===== config.mk =====
export PLATFORM = sky130hd
export DESIGN_NAME = jump_ctrl
export DESIGN_NICKNAME = d
export VERILOG_FILES = /design/src/rtl/mips_pkg.sv /design/src/rtl/jump_hazard_detect.sv /design/src/rtl/jump_ctrl.sv
export SDC_FILE = /design/constraint.sdc
export NUM_CORES = 1
export LEC_CHECK = 0
export CAP_MARGIN = 10
export CORE_ASPECT_RATIO = 1.2
export CORE_MARGIN = 4
export CORE_UTILIZATION = 39
export CTS_BUF_LIST = sky130_fd_sc_hd__clkbuf_16
export DETAILED_ROUTE_END_ITERATION = 10
export GPL_TIMING_DRIVEN = 0
export HOLD_SLACK_MARGIN = 0.08
export PLACE_DENSITY = 0.76
export SYNTH_ARGS = -nofsm -noshare
export SYNTH_HDL_FRONTEND = slang
export SYNTH_HIERARCHICAL = 1
export SYNTH_SLANG_ARGS = --single-unit

===== constraint.sdc =====
create_clock -name i_clk -period 3.1 [get_ports i_clk]
set_input_delay 0.62 -clock i_clk [delete_from_list [all_inputs] [get_ports i_clk]]
set_output_delay 0.62 -clock i_clk [all_outputs]
set_load 0.01 [all_outputs]

===== src/rtl/mips_pkg.sv =====
// Shared MIPS core definitions: jump-sequencer state encoding and register-file constants.
package mips_pkg;

    localparam int REG_ADDR_W = 5;
    localparam logic [REG_ADDR_W-1:0] REG_ZERO = '0;

    typedef enum logic {
        ST_IDLE  = 1'b0,
        ST_STALL = 1'b1
    } jump_state_t;

endpackage


===== src/rtl/jump_hazard_detect.sv =====
// Combinational detector: a JR/JALR in ID whose rs is still being produced by EX or loaded in MEM.
module jump_hazard_detect #(
    parameter int REG_ADDR_W = mips_pkg::REG_ADDR_W
) (
    input  logic                  i_jump_reg,
    input  logic [REG_ADDR_W-1:0] i_rs,
    input  logic                  i_ex_regwrite,
    input  logic                  i_ex_memread,
    input  logic [REG_ADDR_W-1:0] i_ex_rd,
    input  logic                  i_mem_memread,
    input  logic [REG_ADDR_W-1:0] i_mem_rd,
    output logic                  o_hz
);
    import mips_pkg::*;

    logic w_rs_live;
    logic w_ex_hit;
    logic w_mem_hit;

    // $zero is never a real dependency, whatever EX/MEM claim to write.
    assign w_rs_live = (i_rs != REG_ADDR_W'(REG_ZERO));
    assign w_ex_hit  = (i_ex_regwrite | i_ex_memread) & (i_ex_rd == i_rs);
    assign w_mem_hit = i_mem_memread & (i_mem_rd == i_rs);
    assign o_hz      = i_jump_reg & w_rs_live & (w_ex_hit | w_mem_hit);

endmodule


===== src/rtl/jump_ctrl.sv =====
// Decode-stage jump sequencer: redirects the PC, stalls register-target jumps on rs hazards, keeps debug counters.
// Build option JUMP_DELAY_SLOT_EN: keep the delay-slot instruction (no IF/ID flush on redirect).
module jump_ctrl #(
    parameter int DATA_WIDTH = 32,
    parameter int REG_ADDR_W = mips_pkg::REG_ADDR_W,
    parameter int CNT_W      = 16,
    parameter int MAX_STALL  = 4
) (
    input  logic                  i_clk,
    input  logic                  i_reset,
    input  logic                  i_enable,
    input  logic                  i_jump,
    input  logic                  i_jump_reg,
    input  logic [DATA_WIDTH-1:0] i_pcjump,
    input  logic [REG_ADDR_W-1:0] i_rs,
    input  logic                  i_ex_regwrite,
    input  logic                  i_ex_memread,
    input  logic [REG_ADDR_W-1:0] i_ex_rd,
    input  logic                  i_mem_memread,
    input  logic [REG_ADDR_W-1:0] i_mem_rd,
    output logic                  o_pc_sel,
    output logic [DATA_WIDTH-1:0] o_pc_target,
    output logic                  o_pc_write,
    output logic                  o_ifid_write,
    output logic                  o_ifid_flush,
    output logic                  o_idex_bubble,
    output logic                  o_stalled,
    output logic                  o_stall_err,
    output logic [CNT_W-1:0]      o_jump_count,
    output logic [CNT_W-1:0]      o_stall_count
);
    import mips_pkg::*;

    localparam logic [CNT_W-1:0] STALL_SAT = CNT_W'(MAX_STALL);

`ifdef JUMP_DELAY_SLOT_EN
    localparam logic FLUSH_ON_REDIRECT = 1'b0;
`else
    localparam logic FLUSH_ON_REDIRECT = 1'b1;
`endif

    jump_state_t      r_state;
    jump_state_t      w_state_next;
    logic [CNT_W-1:0] r_jump_count;
    logic [CNT_W-1:0] r_stall_count;
    logic [CNT_W-1:0] r_stall_cyc;
    logic             r_stall_err;
    logic             r_flushed;

    logic w_hz;
    logic w_jump;
    logic w_redirect;
    logic w_stall_now;
    logic w_flush;
    logic w_err_hit;

    jump_hazard_detect #(
        .REG_ADDR_W (REG_ADDR_W)
    ) u_hazard (
        .i_jump_reg    (i_jump_reg),
        .i_rs          (i_rs),
        .i_ex_regwrite (i_ex_regwrite),
        .i_ex_memread  (i_ex_memread),
        .i_ex_rd       (i_ex_rd),
        .i_mem_memread (i_mem_memread),
        .i_mem_rd      (i_mem_rd),
        .o_hz          (w_hz)
    );

    // The slot right after a flushing redirect holds a NOP, so a stale i_jump there is ignored.
    assign w_jump = i_jump & ~r_flushed;

    always_comb begin
        w_state_next  = r_state;
        w_redirect    = 1'b0;
        w_stall_now   = 1'b0;
        w_flush       = 1'b0;
        o_pc_sel      = 1'b0;
        o_pc_write    = i_enable;
        o_ifid_write  = i_enable;
        o_idex_bubble = 1'b0;
        if (i_enable) begin
            case (r_state)
                ST_IDLE: begin
                    if (w_jump && w_hz) begin
                        w_stall_now  = 1'b1;
                        w_state_next = ST_STALL;
                    end else if (w_jump) begin
                        w_redirect = 1'b1;
                    end
                end
                ST_STALL: begin
                    if (w_hz) begin
                        w_stall_now = 1'b1;
                    end else begin
                        w_redirect   = 1'b1;
                        w_state_next = ST_IDLE;
                    end
                end
                default: w_state_next = ST_IDLE;
            endcase
        end
        if (w_stall_now) begin
            o_pc_write    = 1'b0;
            o_ifid_write  = 1'b0;
            o_idex_bubble = 1'b1;
        end
        if (w_redirect) begin
            o_pc_sel = 1'b1;
            w_flush  = FLUSH_ON_REDIRECT;
        end
    end

    // Error fires during the MAX_STALL-th consecutive stall cycle, then latches.
    assign w_err_hit = w_stall_now && ((r_stall_cyc + 1'b1) >= STALL_SAT);

    always_ff @(posedge i_clk) begin
        if (i_reset) begin
            r_state       <= ST_IDLE;
            r_jump_count  <= '0;
            r_stall_count <= '0;
            r_stall_cyc   <= '0;
            r_stall_err   <= 1'b0;
            r_flushed     <= 1'b0;
        end else if (i_enable) begin
            r_state   <= w_state_next;
            r_flushed <= w_flush;
            if (w_redirect) begin
                r_jump_count <= r_jump_count + 1'b1;
            end
            if (w_stall_now) begin
                r_stall_count <= r_stall_count + 1'b1;
            end
            if (!w_stall_now) begin
                r_stall_cyc <= '0;
            end else if (r_stall_cyc < STALL_SAT) begin
                r_stall_cyc <= r_stall_cyc + 1'b1;
            end
            if (w_err_hit) begin
                r_stall_err <= 1'b1;
            end
        end
    end

    assign o_pc_target   = i_pcjump;
    assign o_ifid_flush  = w_flush;
    assign o_stalled     = (r_state == ST_STALL);
    assign o_stall_err   = r_stall_err | w_err_hit;
    assign o_jump_count  = r_jump_count;
    assign o_stall_count = r_stall_count;

endmodule


* Word level (Yosys, flattened, before mapping) *
Cells that the tools add are included.

word-level totals
  register bits after elaboration = 51
  input bits = 55
  output and inout port bits = 71
  word-level logic and storage cells = 45

cells by class
  add/subtract/negate cells = 3
  $lt $le $gt $ge = 2
  equal/unequal tests = 3
  muxes and demuxes = 14
  bitwise operators = 10
  reductions and logical operators = 7

operator list
  kind                                                                            count
  16-bit by 1-bit adder with 16-bit output (second input constant)                3
  16-bit 2-to-1 mux                                                               2
  16-bit by 3-bit >= comparator with 1-bit output (second input constant)         1
  16-bit by 3-bit less-than comparator with 1-bit output (second input constant)  1
  5-bit equality test                                                             2
  1-bit 2-to-1 mux                                                                10
  2-bit AND reduction                                                             4
  1-bit bitwise AND                                                               5
  5-bit nonzero test                                                              1
  1-bit one-hot mux with 2 select lines                                           2
  1-bit OR                                                                        3
  1-bit logical AND                                                               2
  2-bit by 1-bit inequality test with 1-bit output (second input constant)        1
  1-bit NOT                                                                       2

* Logic depth before layout (Yosys ltp) *
  depth in word-level cells = 10
  mapped depth = 10

* By module *
The synthesis kept the hierarchy.

modules (own cells, without submodules)
  module              instances  cells an instance  area each (µm²)  seq. area each (µm²)
  jump_ctrl           1          297                2626.3           1021.0
  jump_hazard_detect  1          17                 142.6            0.0

* Worst setup path after synthesis *
No wires, ideal clock.

  kind = in2out
  from = input i_rs[1]
  to = output o_pc_sel
  arrival = 2.209 ns
  required time = 2.480 ns
  path slack = 0.271 ns
  cell stages on the path = 8
  buffers on the path = 1
  cell sequence = xor2_1 > nor4_2 > o211ai_1 > a21oi_1 > and2b_1 > o21ai_1 > clkinv_1 > buf_4

between the ends
  cells in the longest elaborated chain, start to end = 9

RTL lines
  what                                           line                                                text
  start: declaration                             jump_ctrl.sv:15                                     input logic [REG_ADDR_W-1:0] i_rs,
  5-bit equality test, on equally long branches  jump_hazard_detect.sv:22, jump_hazard_detect.sv:23
  1-bit bitwise AND, on equally long branches    jump_hazard_detect.sv:22, jump_hazard_detect.sv:23
  1-bit OR                                       jump_hazard_detect.sv:24                            assign o_hz = i_jump_reg & w_rs_live & (w_ex_hit | w_mem_hit);
  1-bit bitwise AND *                            jump_hazard_detect.sv:24
  net w_hz                                       jump_ctrl.sv:50                                     logic w_hz;
  1-bit logical AND                              jump_ctrl.sv:85                                     if (w_jump && w_hz) begin
  1-bit 2-to-1 mux                               jump_ctrl.sv:85
  1-bit one-hot mux with 2 select lines *        jump_ctrl.sv:83                                     case (r_state)
  1-bit 2-to-1 mux *                             jump_ctrl.sv:82                                     if (i_enable) begin
  1-bit 2-to-1 mux *                             --
  end: declaration                               jump_ctrl.sv:21                                     output logic o_pc_sel,

The timed path passes the listed nets; every way through them passes the cells marked *.

* Final worst setup path *
  from = input i_ex_rd[4]
  to = output o_pc_sel

between the ends
  cells in the longest elaborated chain, start to end = 9

RTL lines
  what                                     line                      text
  start: declaration                       jump_ctrl.sv:18           input logic [REG_ADDR_W-1:0] i_ex_rd,
  5-bit equality test *                    jump_hazard_detect.sv:22  assign w_ex_hit = (i_ex_regwrite | i_ex_memread) & (i_ex_rd == i_rs);
  1-bit bitwise AND *                      jump_hazard_detect.sv:22
  1-bit OR *                               jump_hazard_detect.sv:24
  1-bit bitwise AND *                      jump_hazard_detect.sv:24
  net w_hz                                 jump_ctrl.sv:50
  1-bit logical AND                        jump_ctrl.sv:85
  1-bit 2-to-1 mux                         jump_ctrl.sv:85
  1-bit one-hot mux with 2 select lines *  jump_ctrl.sv:83
  1-bit 2-to-1 mux *                       jump_ctrl.sv:82
  1-bit 2-to-1 mux *                       jump_ctrl.sv:108          if (w_redirect) begin

Marked as above.

==> impl_metrics.yaml <==
synthesis:
  ys.flop_type: "dfxtp_1"
  syn_inst: 314
  synth_top_area_share_pct: 36.9
  ys_seq_elements: 51
  synth_async_sr_flop_share_pct: 0
  syn_area_per_cell_um2: 8.82
  synth_edf_count: 0
  netlist_area_mm2: 0.00277
  ys_top_cells_by_count: "51 x dfxtp_1, 34 x buf_4, 34 x nor2_1"
  ys_seq_area_share_pct: 36.9
  yosys_warnings: 6
  synth.distinct_cells: 54
  syn_nets: 372
  synth_top_area_cell: "dfxtp_1"
  yosys-top-cells-area: "dfxtp_1 37%, buf_4 9.2%, xnor2_1 7.9%, nor2_1 4.6%, xor2_1 4.1%"
  synth_most_common_cell: "dfxtp_1"
sta:
  slew_headroom_pct: 62.1
  period_share_pct: 96.0
  fin_setup_tns_ps: 0
  fin_crit_ps: 2970
  maxSlewViolCount: 0
  clock-skew-final_ps: 6.01
  timing.fmax_mhz: 336
  timing_hold_violations_final: 0
  setup_viol: 0
  rsz0062_at_grt: "false"
  worst_slew_pin_slew_ps: 568
  fin_ws_ps: 125
placement:
  post_dp_cell_area_mm2: 0.00381
  hpwl_mm: 5.25
  io_buffers: 93
  placed_cells: 494
  place_congestion: 0.846
  pre_cts_ws_ps: -917
critical_path:
  startpoint_type: "input port"
  path_cells: "dlygate4sd2_1, xor2_1, nor4_2, o211ai_1, a21oi_2, and2b_2, o21ai_4, clkinv_2, buf_4, buf_2"
  r2r-end: "r_stall_err"
  crit_start: "i_ex_rd[4]"
  endpoint_kind: "output port"
  worst_ep_arrival_time_ps: 2350
  worstSetupPathType: "input port to output port"
  required_ps: 2480
  endpoint: "o_pc_sel"
  crit_fanout: 3
  r2r_slack_ps: 1140
  slowest_stage: "and2b_2"
  max_stage_delay_ps: 270
  worstReg2RegStart: "r_stall_cyc[0]"
  r2r_cells: 6
drt:
  drtAntennaViolNets: 0
  top_layer: "met4"
  met3_length_um: 384
  routedWlPerCell_um: 13.3
  route.vias.total: 2513
  vias_per_cell: 4.91
  wl_met2_mm: 3.49
  drc: 0
  finalWirelength_mm: 6.83
  m1WireLength_mm: 2.79
  drtIter0Drc: 72
  drt_first_pass_iters: 4
final_layout:
  area.growth.synth_to_final_pct: 45.8
  fin_area_mm2: 0.00404
  final_util_pct: 58.9
  layoutNonFillerInstCount: 512
  antennaDiodeCount: 0
  drive_gt1_share_pct: 19.8
  final_nets: 482
grt:
  grt_use_total_pct: 16.2
  grt_remaining_overflow: 0
  antenna_found_initial: 0
  grt_first_pass_wirelength_mm: 11.4
  grt_max_degree: 17
  grt_pass1_vias: 2572
run:
  drv_cap: 0
power:
  p_sw_uw: 313
  swShare_pct: 22.6
  p_comb_share_pct: 13.9
  intPower_uw: 1070
  p_leak_uw: 0.00157
  vdd.ir_drop.worst_uv: 264
  power_density_mw_per_mm2: 343
  power_frac_clock_pct: 38.3
  seqPwrFrac_pct: 47.8
hold_path:
  hp-class: "flip-flop to flip-flop"
clock_network:
  cts.sinks: 51
  clk_latency_ps: 290
  cts_root_buffer: "clkbuf_16"
  cts_tree: "done"
  numCtsBuffers: 5
  cts-htree-levels: 2
  clk_pin_slew_ps: 60
  clockBufferDepth: 2
floorplanning:
  rows: 33
  die_y_um: 100
  io_pins: 126
  initial_utilization_pct: 40.4
  dieArea_mm2: 0.00852
  fp.coreArea_mm2: 0.00685
  die_x_um: 84.9
outcome:
  status: "complete, no violations"
## worst min-delay path by stage
stage	depth (start not counted)	end	from
final	2	r_flushed	r_flushed
after global routing	2	r_flushed	r_flushed
after CTS	2	r_flushed	r_flushed
after detailed placement	2	r_flushed	r_flushed
after global placement	2	r_flushed	r_flushed
after floorplan	2	r_flushed	r_flushed
## cell families (layout without fill, tap and decap cells)
kind of cell | count (synthesis) | after routing | share of synthesized area, %
muxes | 2 | 2 | 0.723
adders and majority gates | 3 | 3 | 1.36
buffers and inverters | 52 | 163 | 12.6
AOI/OAI and AO/OA | 39 | 39 | 10.1
and+or+nand+nor | 129 | 129 | 26.3
DFF | 51 | 51 | 36.9
xor gates and xnor gates | 38 | 38 | 12.0
## power groups by stage
| stage | registers, µW | logic [µW] | clock network (µW) |
|---|---|---|---|
| finish | 662 | 193 | 531 |
| global route | 662 | 206 | 574 |
| global placement | 677 | 185 | 0 |
| CTS | 662 | 192 | 544 |
| detailed placement | 677 | 188 | 0 |
| floorplan | 678 | 87.6 | 0 |
## stage by stage
step / hold slack, ps / power, µW
CTS: 458 / 1400
global route: 473 / 1440
global placement: 444 / 862
finish: 456 / 1390
floorplan: 434 / 766
detailed placement: 448 / 865
## registers in the layout, summed over array words and instances, names as in the netlist
signal,cells
o_jump_count,16
o_stall_count,16
o_stalled,1
r_flushed,1
r_stall_cyc,16
r_stall_err,1
## cell type report
type / instances / area [µm²]
clock buffers: 5 / 125
plain buffers: 42 / 312
repair buffers: 103 / 972
inverters: 10 / 38.8
fillers: 626 / 2820
well taps: 87 / 109
multi-input cells: 211 / 1440
clock inverters: 3 / 20.0
flip-flops and latches: 51 / 1020
## routing by layer
| layer | vias to the layer above | GRT usage [%] |
|---|---|---|
| li1 | 1280 | - |
| met1 | 1146 | 18.4 |
| met2 | 74 | 28.3 |
| met3 | 13 | 4.60 |
| met4 | 0 | 6.70 |
| met5 | - | 0 |
## placed cells by master, fill, tap and decap left out, drive strengths merged, types with 3 or more instances in the layout
cell type,n
a211oi,3
a21oi,10
and2,13
and3,5
buf,49
clkbuf,14
clkdlybuf4s15,4
clkdlybuf4s50,74
clkinv,3
dfxtp,51
dlygate4sd2,7
ha,3
inv,9
nand2,19
nand3,8
nand4,9
nor2,34
nor3,10
nor4,15
o2111ai,4
o21ai,7
or3,5
xnor2,25
xor2,13
## worst max-delay path, delay by kind of cell
family,cells,cell delay [ps]
buf+inv,4,610
simple gates,2,510
xor+xnor,1,140
compound gates,3,480
## repair_timing
| action | in CTS | in global routing |
|---|---|---|
| setup endpoints to repair | 6 | 6 |
| hold buffers | 0 | 0 |
| setup buffers | 8 | 2 |
| resized for setup | 34 | 15 |
| pin swaps | 5 | 5 |
Note: power is estimated with default switching activity, not from simulation.
